### src/rtl/sfifo_pkt_reader.sv
// sfifo_pkt_reader: framing-aware drain stage for a show-ahead FIFO.
// Pops SOP/EOP-tagged words and presents them through a 2-entry output buffer.
// Along the way it drops orphan words, marks truncated and overlong packets,
// and counts terminated packets and framing errors.
module sfifo_pkt_reader #(
   parameter int WIDTH     = 64,
   parameter int LEN_NBITS = 12
) (
   input  logic                 clk,
   input  logic                 rst,
   input  logic                 fifo_empty,
   input  logic [WIDTH+1:0]     fifo_dout,
   output logic                 fifo_rd,
   output logic                 out_valid,
   input  logic                 out_ready,
   output logic [WIDTH-1:0]     out_data,
   output logic                 out_sop,
   output logic                 out_eop,
   output logic                 out_err,
   output logic [LEN_NBITS-1:0] out_len,
   output logic [31:0]          pkt_cnt,
   output logic [15:0]          err_cnt
);

   // One buffer entry packs {sop, eop, err, len, data}.
   localparam int ENT_W = WIDTH + LEN_NBITS + 3;
   localparam logic [LEN_NBITS-1:0] LEN_MAX = {LEN_NBITS{1'b1}};
   localparam logic [LEN_NBITS-1:0] LEN_ONE = {{(LEN_NBITS-1){1'b0}}, 1'b1};

   typedef enum logic [0:0] {
      ST_IDLE   = 1'b0,
      ST_IN_PKT = 1'b1
   } state_t;

   state_t               state_r;
   logic [LEN_NBITS-1:0] len_r;
   logic [1:0]           obuf_cnt_r;
   logic [ENT_W-1:0]     slot0_r;
   logic [ENT_W-1:0]     slot1_r;
   logic [31:0]          pkt_cnt_r;
   logic [15:0]          err_cnt_r;

   logic                 word_sop_s;
   logic                 word_eop_s;
   logic [WIDTH-1:0]     word_data_s;
   logic                 rd_s;
   logic                 pop_s;
   logic                 push_s;
   logic                 pkt_inc_s;
   logic                 err_inc_s;
   logic                 ent_eop_s;
   logic                 ent_err_s;
   state_t               state_nxt_s;
   logic [LEN_NBITS-1:0] len_nxt_s;
   logic [LEN_NBITS-1:0] len_inc_s;
   logic [ENT_W-1:0]     ent_s;

   assign word_sop_s  = fifo_dout[WIDTH+1];
   assign word_eop_s  = fifo_dout[WIDTH];
   assign word_data_s = fifo_dout[WIDTH-1:0];

   // Read gating depends only on registered occupancy, never on out_ready.
   assign rd_s    = ~rst & ~fifo_empty & (obuf_cnt_r < 2'd2);
   assign fifo_rd = rd_s;
   assign pop_s   = (obuf_cnt_r != 2'd0) & out_ready;

   assign len_inc_s = len_r + LEN_ONE;
   assign ent_s     = {word_sop_s, ent_eop_s, ent_err_s, len_nxt_s, word_data_s};

   // Classify the popped head word against the framing state.
   always_comb begin
      push_s      = 1'b0;
      pkt_inc_s   = 1'b0;
      err_inc_s   = 1'b0;
      ent_eop_s   = word_eop_s;
      ent_err_s   = 1'b0;
      state_nxt_s = state_r;
      len_nxt_s   = len_r;
      if (rd_s) begin
         case (state_r)
            ST_IDLE: begin
               if (word_sop_s) begin
                  push_s    = 1'b1;
                  len_nxt_s = LEN_ONE;
                  if (word_eop_s) begin
                     pkt_inc_s   = 1'b1;
                     state_nxt_s = ST_IDLE;
                  end else begin
                     state_nxt_s = ST_IN_PKT;
                  end
               end else begin
                  // orphan: consumes the pop but not a buffer slot
                  err_inc_s = 1'b1;
               end
            end
            ST_IN_PKT: begin
               push_s = 1'b1;
               if (word_sop_s) begin
                  // truncation: the unfinished packet is abandoned
                  ent_err_s = 1'b1;
                  err_inc_s = 1'b1;
                  len_nxt_s = LEN_ONE;
                  if (word_eop_s) begin
                     pkt_inc_s   = 1'b1;
                     state_nxt_s = ST_IDLE;
                  end else begin
                     state_nxt_s = ST_IN_PKT;
                  end
               end else begin
                  len_nxt_s = len_inc_s;
                  if (word_eop_s) begin
                     pkt_inc_s   = 1'b1;
                     state_nxt_s = ST_IDLE;
                  end else if (len_inc_s == LEN_MAX) begin
                     // overlong: close the packet here, later words become orphans
                     ent_eop_s   = 1'b1;
                     ent_err_s   = 1'b1;
                     pkt_inc_s   = 1'b1;
                     err_inc_s   = 1'b1;
                     state_nxt_s = ST_IDLE;
                  end else begin
                     state_nxt_s = ST_IN_PKT;
                  end
               end
            end
            default: begin
               state_nxt_s = ST_IDLE;
            end
         endcase
      end else begin
         push_s = 1'b0;
      end
   end

   // Framing state, running length and statistics counters.
   always_ff @(posedge clk) begin
      if (rst) begin
         state_r   <= ST_IDLE;
         len_r     <= {LEN_NBITS{1'b0}};
         pkt_cnt_r <= 32'd0;
         err_cnt_r <= 16'd0;
      end else begin
         state_r <= state_nxt_s;
         len_r   <= len_nxt_s;
         if (pkt_inc_s) begin
            pkt_cnt_r <= pkt_cnt_r + 32'd1;
         end
         if (err_inc_s && (err_cnt_r != 16'hFFFF)) begin
            err_cnt_r <= err_cnt_r + 16'd1;
         end
      end
   end

   // Two-entry in-order output buffer; slot0 is always the head.
   always_ff @(posedge clk) begin
      if (rst) begin
         obuf_cnt_r <= 2'd0;
         slot0_r    <= {ENT_W{1'b0}};
         slot1_r    <= {ENT_W{1'b0}};
      end else begin
         case ({push_s, pop_s})
            2'b10: begin
               if (obuf_cnt_r == 2'd0) begin
                  slot0_r <= ent_s;
               end else begin
                  slot1_r <= ent_s;
               end
               obuf_cnt_r <= obuf_cnt_r + 2'd1;
            end
            2'b01: begin
               slot0_r    <= slot1_r;
               obuf_cnt_r <= obuf_cnt_r - 2'd1;
            end
            2'b11: begin
               // push implies occupancy below 2, so with a pop it must be 1
               slot0_r <= ent_s;
            end
            default: begin
               obuf_cnt_r <= obuf_cnt_r;
            end
         endcase
      end
   end

   assign out_valid = (obuf_cnt_r != 2'd0);
   assign out_data  = slot0_r[WIDTH-1:0];
   assign out_len   = slot0_r[WIDTH +: LEN_NBITS];
   assign out_err   = slot0_r[WIDTH+LEN_NBITS];
   assign out_eop   = slot0_r[WIDTH+LEN_NBITS+1];
   assign out_sop   = slot0_r[WIDTH+LEN_NBITS+2];
   assign pkt_cnt   = pkt_cnt_r;
   assign err_cnt   = err_cnt_r;

endmodule

### config.mk
export PLATFORM = sky130hd
export DESIGN_NAME = sfifo_pkt_reader
export DESIGN_NICKNAME = d
export VERILOG_FILES = /design/src/rtl/sfifo_pkt_reader.sv
export SDC_FILE = /design/constraint.sdc
export NUM_CORES = 1
export LEC_CHECK = 0
export CAP_MARGIN = 0
export CORE_AREA = 2 2 140 142
export DETAILED_ROUTE_END_ITERATION = 6
export DIE_AREA = 0 0 142 144
export PLACE_DENSITY = 0.9
export REMOVE_ABC_BUFFERS = 1
export SETUP_SLACK_MARGIN = 0.3
export SYNTH_ARGS = -nofsm -noshare
export SYNTH_HDL_FRONTEND = slang
export SYNTH_SLANG_ARGS = --single-unit
### constraint.sdc
create_clock -name clk -period 3.3 [get_ports clk]
set_clock_uncertainty 0.1 [all_clocks]
set_input_delay 0.66 -clock clk [delete_from_list [all_inputs] [get_ports clk]]
set_output_delay 0.66 -clock clk [all_outputs]
set_load 0.01 [all_outputs]
==> results of run 1 <==
## per-stage QoR
step                      setup slack [ps]  TNS [ps]  utilization  instances
final                                  513         0        0.661       1538
after global routing                   316         0        0.661       1538
after CTS                              332         0        0.660       1538
after detailed placement               172         0        0.621       1497
after global placement                 259         0        0.621       1497
after floorplan                      -3400   -382980            -       1041
## kinds of logic (layout without fill, tap and decap cells)
kind of cell    Yosys count  after routing  synth area share
compound gates          278            278             0.187
xor+xnor                 30             30            0.0272
fa+ha+maj                 7              7           0.00906
buf+inv                  99            269            0.0434
flops                   221            221             0.458
mux                      69             69            0.0716
simple gates            426            426             0.204
## per-layer routing
layer  GRT usage  up-vias  share of wire
met5           0        -              0
met4       0.104        0          0.042
met3      0.0368       73          0.048
met2       0.399      255           0.50
met1       0.292     4073           0.41
li1            -     4296              -
## sequential cells by signal, summed over array words and instances (netlist names)
register	count
err_cnt	16
len_r	12
obuf_cnt_r	2
pkt_cnt	32
slot0_r	79
slot1_r	79
state_r	1
## Yosys cell counts, drive strengths merged (2+ instances only)
library cell / instances / share of area
mux2i: 68 / 0.070
nor2b: 8 / 0.0052
and2: 13 / 0.0087
nand3: 15 / 0.0078
ha: 7 / 0.0091
a21oi: 106 / 0.055
a22oi: 2 / 0.0016
nand4b: 2 / 0.0018
a31oi: 4 / 0.0032
nor2: 138 / 0.055
nand4: 7 / 0.0045
and3: 17 / 0.011
buf: 22 / 0.013
xor2: 27 / 0.024
inv: 9 / 0.0035
and4: 11 / 0.010
dfxtp: 221 / 0.46
o31ai: 4 / 0.0031
a41oi: 2 / 0.0018
xnor2: 3 / 0.0027
nand3b: 2 / 0.0016
a211o: 4 / 0.0036
clkbuf: 67 / 0.026
nor4b: 4 / 0.0083
o2111ai: 15 / 0.014
nand2b: 5 / 0.0032
a211oi: 78 / 0.061
or4: 2 / 0.0016
nor4: 2 / 0.0013
or3: 18 / 0.012
o211ai: 12 / 0.0093
o21ai: 40 / 0.021
nor3: 5 / 0.0036
o21a: 2 / 0.0016
nand2: 176 / 0.068
## worst max-delay path by stage
stage | from | endpoint | depth (start not counted)
floorplan | rst | slot0_r[71] | 6
global placement | fifo_empty | pkt_cnt[19] | 8
detailed placement | fifo_dout[65] | pkt_cnt[19] | 8
CTS | fifo_empty | fifo_rd | 4
global route | len_r[2] | pkt_cnt[30] | 8
finish | len_r[0] | pkt_cnt[11] | 10
## what timing repair did
action,4_1_cts,5_1_grt
setup endpoints to repair,2,31
cloned,0,0
resized for setup,1,5
pin swaps,0,0
setup buffers,0,0
## tightest hold or removal path: cells and delay by family, from the launching register on
kind	cells	cell delay [ps]
AO/OA/AOI/OAI	1	50
flip-flops	1	310
AND/OR/NAND/NOR	1	50
## area by class of cell
cell class,instances,area share
clock buffers,33,0.0510
clock inverters,8,0.00774
inverters,10,0.00298
multi-input cells,810,0.387
flip-flops and latches,221,0.351
well taps,238,0.0236
repair buffers,218,0.177
## power groups by stage
stage | combinational [mW] | sequential [mW] | clock, mW
2_1_floorplan | 0.852 | 3.22 | 0
3_3_place_gp | 1.66 | 3.14 | 0
3_5_place_dp | 1.70 | 3.14 | 0
4_1_cts | 1.72 | 3.09 | 2.60
5_1_grt | 1.87 | 3.12 | 2.71
6_report | 1.71 | 3.09 | 2.56
==> impl_metrics.yaml, run 1 <==
global_routing:
  grt-ovfl-total: 0
  track_usage: 0.233
  grt_max_degree: 222
  antenna_found_initial: 0
  grt_pass1_vias: 8239
  grt_pass1_wl_um: 40000
critical_path:
  crit_fanout: 17
  endpoint_kind: "register"
  path_cells: "buf_4, ha_1, and2_1, a31oi_1, nor4b_4, nor4b_4, buf_4, o2111ai_1, xor2_1, nor2_1"
  r2r-start: "len_r[0]"
  cpMaxStageDelayCell: "nor4b_4"
  critPathLaunchType: "register"
  required_ps: 3550
  reg2reg_slack_ps: 510
  worstSetupPathType: "reg -> reg"
  worstRegToRegCells: 10
  critPathMaxStageDelay_ps: 450
  crit_family: "simple AND/OR/NAND/NOR gates"
  reg2reg_to: "pkt_cnt[11]"
  crit_arrival_ps: 3040
  critPathBufInv: 2
layout:
  seqCellArea_um2: 4430
  diodes: 0
  final_area_um2: 12600
  final_nets: 1361
  final_cell_mix: "dfxtp_1, clkdlybuf4s50_1, nand2_1"
  fillerInstances: 1448
  drive_gt1_frac: 0.0608
  final_common_cell: "dfxtp_1"
  multi_input_area_um2: 4870
  area_growth_pct: 30.5
routing:
  final_antenna_net_count: 0
  drc: 0
  post_drt_wl_per_cell_um: 16.0
  vias_per_cell: 5.65
  first_pass_iters: 5
  first_iter_violations: 598
  num_vias: 8697
  totalWireLength_um: 24600
yosys:
  synth_ff_type: "dfxtp_1"
  synth_cell_types: 60
  yosys_warnings: 0
  seq_area_frac_synth: 0.458
  synth_edf_count: 0
  async_flop_share: 0
  synth_cells: 1130
  ys_ff_latch: 221
  synth_area_um2: 9670
  syn_avg_cell_area_um2: 8.56
clock_network:
  cts_tree: "done"
  clock_latency_ps: 500
  cts-root-buf: "clkbuf_16"
  hold_buffers: 0
  htree_levels: 1
  cts.sinks: 221
  clkSlewWorstSetupHoldPaths_ps: 60
  clk_path_buf_depth: 3
  numCtsBuffers: 23
placed_design:
  place_area_um2: 11900
  hpwl_um: 16000
  gp_congestion: 0.853
  portBuffers: 198
floorplanning:
  dieWidth_um: 142
  die_h_um: 144
  ios: 199
  start_util: 0.507
  rows: 51
  dieArea_um2: 20400
  coreArea_um2: 19100
power:
  p_int_mw: 5.28
  comb_power_share: 0.233
  p_clk_frac: 0.347
  peakVddDrop_v: 0.000386
  total_power_mw: 7.36
  power.density_nw_per_um2: 583
  swShare: 0.283
  switchingPower_mw: 2.08
  p_leak_nw: 4.28
  seq_power_share: 0.420
timing:
  tightest_slew_ps: 1010
  fmax_ghz: 0.359
  maxSlewHeadroom: 0.330
  slew_viol_final: 0
  setup_viol: 0
  layout_min_cycle_time_ps: 2790
  grt_setup_unrepaired: "no"
  hold_violations: 0
  whs_ps: 349
  timing.final.crit_share: 0.845
flow_run:
  cap_viol_max_count: 0
status:
  outcome: "finished clean"
min_path:
  hp-class: "reg -> reg"
  hp-start: "slot0_r[73]"
  holdPathEnd: "slot0_r[73]"
  holdPathStages: 2
(Power assumes the default switching activity.)
==> run 2, diff against run 1 <==
--- a/config.mk
+++ b/config.mk
@@ -6,10 +6,10 @@
 export NUM_CORES = 1
 export LEC_CHECK = 0
 export CAP_MARGIN = 0
-export CORE_AREA = 2 2 140 142
+export CORE_AREA = 2 2 147 149
 export DETAILED_ROUTE_END_ITERATION = 6
-export DIE_AREA = 0 0 142 144
-export PLACE_DENSITY = 0.9
+export DIE_AREA = 0 0 149 151
+export PLACE_DENSITY = 0.86
 export REMOVE_ABC_BUFFERS = 1
 export SETUP_SLACK_MARGIN = 0.3
 export SYNTH_ARGS = -nofsm -noshare
==> constraint.sdc (replaced) <==
create_clock -name clk -period 2.5 [get_ports clk]
set_clock_uncertainty 0.1 [all_clocks]
set_input_delay 0.5 -clock clk [delete_from_list [all_inputs] [get_ports clk]]
set_output_delay 0.5 -clock clk [all_outputs]
set_load 0.01 [all_outputs]
==> impl_metrics.yaml, run 2 (same netlist as run 1, synthesis figures left out) <==
floorplanning:
  coreArea_um2: 20800
  dieWidth_um: 149
  ios: 199
  dieArea_um2: 22500
  die_h_um: 151
  rows: 53
  start_util: 0.464
clock_network:
  cts-root-buf: "clkbuf_16"
  htree_levels: 1
  clk_path_buf_depth: 3
  cts_tree: "done"
  hold_buffers: 0
  cts.sinks: 221
  numCtsBuffers: 24
  clock_latency_ps: 530
  clkSlewWorstSetupHoldPaths_ps: 60
power:
  p_int_mw: 7.89
  p_leak_nw: 5.84
  swShare: 0.311
  power.density_nw_per_um2: 713
  total_power_mw: 11.5
  peakVddDrop_v: 0.000572
  comb_power_share: 0.329
  seq_power_share: 0.361
  p_clk_frac: 0.310
  switchingPower_mw: 3.56
critical_path:
  critPathLaunchType: "register"
  critPathMaxStageDelay_ps: 340
  required_ps: 2820
  endpoint_kind: "register"
  worstSetupPathType: "reg -> reg"
  cpMaxStageDelayCell: "dfxtp_2"
  crit_arrival_ps: 3070
  crit_path_frequent_cell: "buf_6"
  path_cells: "buf_6, and2_4, buf_6, nor3_2, a221oi_4, nor4b_4, buf_6, buf_6, o211ai_1, o21a_1, a211oi_2"
  crit_fanout: 7
min_path:
  hp-class: "reg -> reg"
global_routing:
  track_usage: 0.275
  use_met2: 0.481
  gr-max-usage-layer: "met2"
  grt_pass1_wl_um: 50100
  grt_max_degree: 102
  antenna_found_initial: 0
  grt_pass1_vias: 9709
  use_met3: 0.0458
  grt_use_met1: 0.323
  grt-ovfl-total: 0
routing:
  num_vias: 10773
  final_antenna_net_count: 0
  first_iter_violations: 1084
  post_drt_wl_per_cell_um: 23.1
  drc: 0
  first_pass_iters: 7
  vias_per_cell: 6.16
  totalWireLength_um: 40400
layout:
  diodes: 0
  final_area_um2: 16100
  fin_util: 0.771
  final_cell_mix: "dfxtp_1, clkdlybuf4s50_1, nor2_1"
  fillerInstances: 1227
  multi_input_area_um2: 5820
  area_growth_pct: 66.0
  final_common_cell: "dfxtp_1"
  drive_gt1_frac: 0.279
  final_nets: 1536
  seqCellArea_um2: 4440
timing:
  timing.final.crit_share: 1.10
  slew_viol_final: 0
  fmax_ghz: 0.364
  hold_violations: 0
  fin_ws_ps: -247
  layout_min_cycle_time_ps: 2750
  tightest_slew_ps: 1180
  setup_viol: 49
  tns_ps: -3300
  maxSlewHeadroom: 0.215
  grt_setup_unrepaired: "yes"
placed_design:
  portBuffers: 198
  hpwl_um: 17400
  place_area_um2: 12500
  gp_congestion: 0.858
  place_ws_ps: -441
flow_run:
  cap_viol_max_count: 0
status:
  outcome: "finished with violations"
  violations: "setup timing"
-- run 2: what timing repair did --
item | CTS | global route
endpoints found under the setup margin | 208 | 215
gates resized for setup | 147 | 195
pin swaps | 110 | 105
cloned | 26 | 15
setup buffers | 35 | 32
-- run 2: path summary, 6_finish.rpt --
path               start           to  slack [ps]  depth (start not counted)
max             len_r[1]  slot0_r[76]        -250                         11
max reg2reg     len_r[1]  slot0_r[76]        -250                         11
min reg2reg  slot0_r[73]  slot0_r[73]         350                          2
min          slot0_r[73]  slot0_r[73]         350                          2
-- run 2: area by class of cell --
class / instances / area share
Clock buffer: 36 / 0.0440
Inverter: 10 / 0.00327
Clock inverter: 5 / 0.00382
Tap cell: 275 / 0.0214
Multi-Input combinational cell: 816 / 0.362
Sequential cell: 221 / 0.276
Timing Repair Buffer: 386 / 0.289
-- run 2: stage by stage --
stage	hold slack, ps	cells
final	350	1749
after CTS	353	1702
after detailed placement	345	1600
after floorplan	330	1041
after global placement	340	1600
after global routing	368	1749
-- run 2: layer usage --
layer,part of all wire,up-vias
met5,0,-
li1,-,4653
met4,0.070,0
met2,0.49,698
met3,0.079,247
met1,0.36,5175
-- run 2: power by group through the flow --
| stage | Sequential [mW] | Combinational (mW) | Clock (mW) |
|---|---|---|---|
| 2_1_floorplan | 4.25 | 1.12 | 0 |
| 3_3_place_gp | 4.14 | 2.41 | 0 |
| 3_5_place_dp | 4.15 | 2.48 | 0 |
| 4_1_cts | 4.09 | 3.15 | 3.51 |
| 5_1_grt | 4.16 | 3.92 | 3.71 |
| 6_report | 4.13 | 3.77 | 3.55 |
-- run 2: worst max-delay path, delay by kind of cell (launching register included) --
family | cells | cell delay [ps]
buffers and inverters | 4 | 570
DFF | 1 | 340
AOI/OAI and AO/OA | 4 | 860
and+or+nand+nor | 3 | 780
==> run 3, diff against run 2 <==
--- a/config.mk
+++ b/config.mk
@@ -6,10 +6,11 @@
 export NUM_CORES = 1
 export LEC_CHECK = 0
 export CAP_MARGIN = 0
-export CORE_AREA = 2 2 147 149
+export CORE_AREA = 2 2 145 147
+export CTS_BUF_LIST = sky130_fd_sc_hd__clkbuf_8
 export DETAILED_ROUTE_END_ITERATION = 6
-export DIE_AREA = 0 0 149 151
-export PLACE_DENSITY = 0.86
+export DIE_AREA = 0 0 147 149
+export PLACE_DENSITY = 0.88
 export REMOVE_ABC_BUFFERS = 1
 export SETUP_SLACK_MARGIN = 0.3
 export SYNTH_ARGS = -nofsm -noshare
==> impl_metrics.yaml, run 3 (same netlist as run 1, synthesis figures left out) <==
status:
  outcome: "finished with violations"
  violations: "setup timing"
clock_network:
  hold_buffers: 0
  clk_path_buf_depth: 3
  numCtsBuffers: 38
  cts_tree: "done"
  cts.sinks: 221
  clock_latency_ps: 530
  clkSlewWorstSetupHoldPaths_ps: 60
  cts-root-buf: "clkbuf_8"
  htree_levels: 2
global_routing:
  grt-ovfl-total: 0
  antenna_found_initial: 1
  track_usage: 0.239
  grt_max_degree: 216
  grt_pass1_wl_um: 43600
  grt_pass1_vias: 9038
routing:
  post_drt_wl_per_cell_um: 17.4
  vias_per_cell: 5.68
  first_pass_iters: 6
  totalWireLength_um: 29500
  final_antenna_net_count: 0
  num_vias: 9624
  drc: 0
  first_iter_violations: 692
power:
  p_clk_frac: 0.318
  swShare: 0.302
  peakVddDrop_v: 0.000463
  comb_power_share: 0.276
  p_int_mw: 7.03
  seq_power_share: 0.406
  power.density_nw_per_um2: 711
  switchingPower_mw: 3.04
  p_leak_nw: 5.00
layout:
  drive_gt1_frac: 0.187
  final_area_um2: 14200
  final_nets: 1471
  final_common_cell: "dfxtp_1"
  final_cell_mix: "dfxtp_1, clkdlybuf4s50_1, nand2_1"
  fin_util: 0.689
  area_growth_pct: 46.4
critical_path:
  crit_fanout: 5
  endpoint_kind: "register"
  worstRegToRegCells: 9
  critPathLaunchType: "register"
  reg2reg_slack_ps: -10
  critPathCapture: "slot0_r[76]"
  reg2reg_to: "slot0_r[76]"
  crit_arrival_ps: 2830
  crit_start: "len_r[0]"
  worstSetupPathType: "reg -> reg"
  r2r-start: "len_r[0]"
  required_ps: 2820
timing:
  maxSlewHeadroom: 0.264
  tightest_slew_ps: 1100
  grt_setup_unrepaired: "yes"
  layout_min_cycle_time_ps: 2510
  whs_ps: 233
  fin_ws_ps: -12.0
  hold_violations: 0
  setup_viol: 2
  tns_ps: -17.4
  slew_viol_final: 0
  timing.final.crit_share: 1.00
  fmax_ghz: 0.398
placed_design:
  portBuffers: 198
  gp_congestion: 0.855
  hpwl_um: 17000
  place_area_um2: 12400
  place_ws_ps: -316
floorplanning:
  dieWidth_um: 147
  rows: 53
  start_util: 0.470
  die_h_um: 149
  ios: 199
  coreArea_um2: 20600
  dieArea_um2: 21900
flow_run:
  cap_viol_max_count: 0
min_path:
  hp-start: "rst"
  hp-class: "in -> reg"
==> run 3: changes by cell type in the layout (fill, tap and decap cells not counted), sizes merged, moves of 2 or more <==
cell / previous run / this run
clkbuf: 46 / 50
inv: 9 / 20
clkinv: 5 / 8
nand2: 178 / 176
buf: 181 / 110
o21ai: 42 / 40
==> run 3: power groups by stage <==
| stage | Clock [mW] | Combinational, mW | Sequential [mW] |
|---|---|---|---|
| floorplan | 0 | 1.12 | 4.25 |
| global placement | 0 | 2.37 | 4.12 |
| detailed placement | 0 | 2.43 | 4.14 |
| CTS | 3.24 | 2.49 | 4.07 |
| global route | 3.42 | 2.97 | 4.12 |
| finish | 3.20 | 2.78 | 4.08 |
==> run 3: worst min-delay path by stage <==
stage                       end  slack, ps  cells past startpoint
finish              pkt_cnt[21]        230                      3
global route        pkt_cnt[19]        220                      3
CTS                 pkt_cnt[16]        210                      3
detailed placement  slot0_r[77]        340                      2
global placement    slot0_r[72]        340                      2
floorplan            slot1_r[0]        330                      2
==> run 3: timing repair <==
item,4_1_cts,5_1_grt
pin swaps,31,76
hold endpoints to repair,0,0
endpoints found under the setup margin,136,187
gates resized for setup,54,96
buffers inserted,14,17
cloned,2,7
==> run 3: layout make-up <==
type | count | area (µm²)
Timing Repair Buffer | 313 | 3330
Fill cell | 1444 | 6400
Sequential cell | 221 | 4450
Inverter | 10 | 45.0
Multi-Input combinational cell | 810 | 5270
Tap cell | 275 | 344
Clock inverter | 20 | 124
Antenna cell | 1 | 2.50
Clock buffer | 44 | 606
==> run 3: worst max-delay path: stages, from the launching register on <==
cell and delay (ps):
dfxtp_4 380, buf_6 120, and4_4 230, a31oi_4 80, nor4b_4 370, nor4b_4 330
buf_4 190, o211ai_1 140, o21a_1 210, a211oi_1 260
==> run 3: layer usage <==
| metal | vias up | wire length, µm | share of wire | track usage |
|---|---|---|---|---|
| li1 | 4503 | - | - | - |
| met1 | 4628 | 11700 | 0.40 | 0.277 |
| met2 | 374 | 14700 | 0.50 | 0.420 |
| met3 | 119 | 1580 | 0.054 | 0.0474 |
| met4 | 0 | 1550 | 0.053 | 0.126 |
| met5 | - | 0 | 0 | 0 |
==> run 3: metrics by stage <==
step | power (mW) | instances
floorplan | 5.37 | 1041
global placement | 6.50 | 1589
detailed placement | 6.57 | 1589
CTS | 9.81 | 1669
global route | 10.5 | 1694
finish | 10.1 | 1694
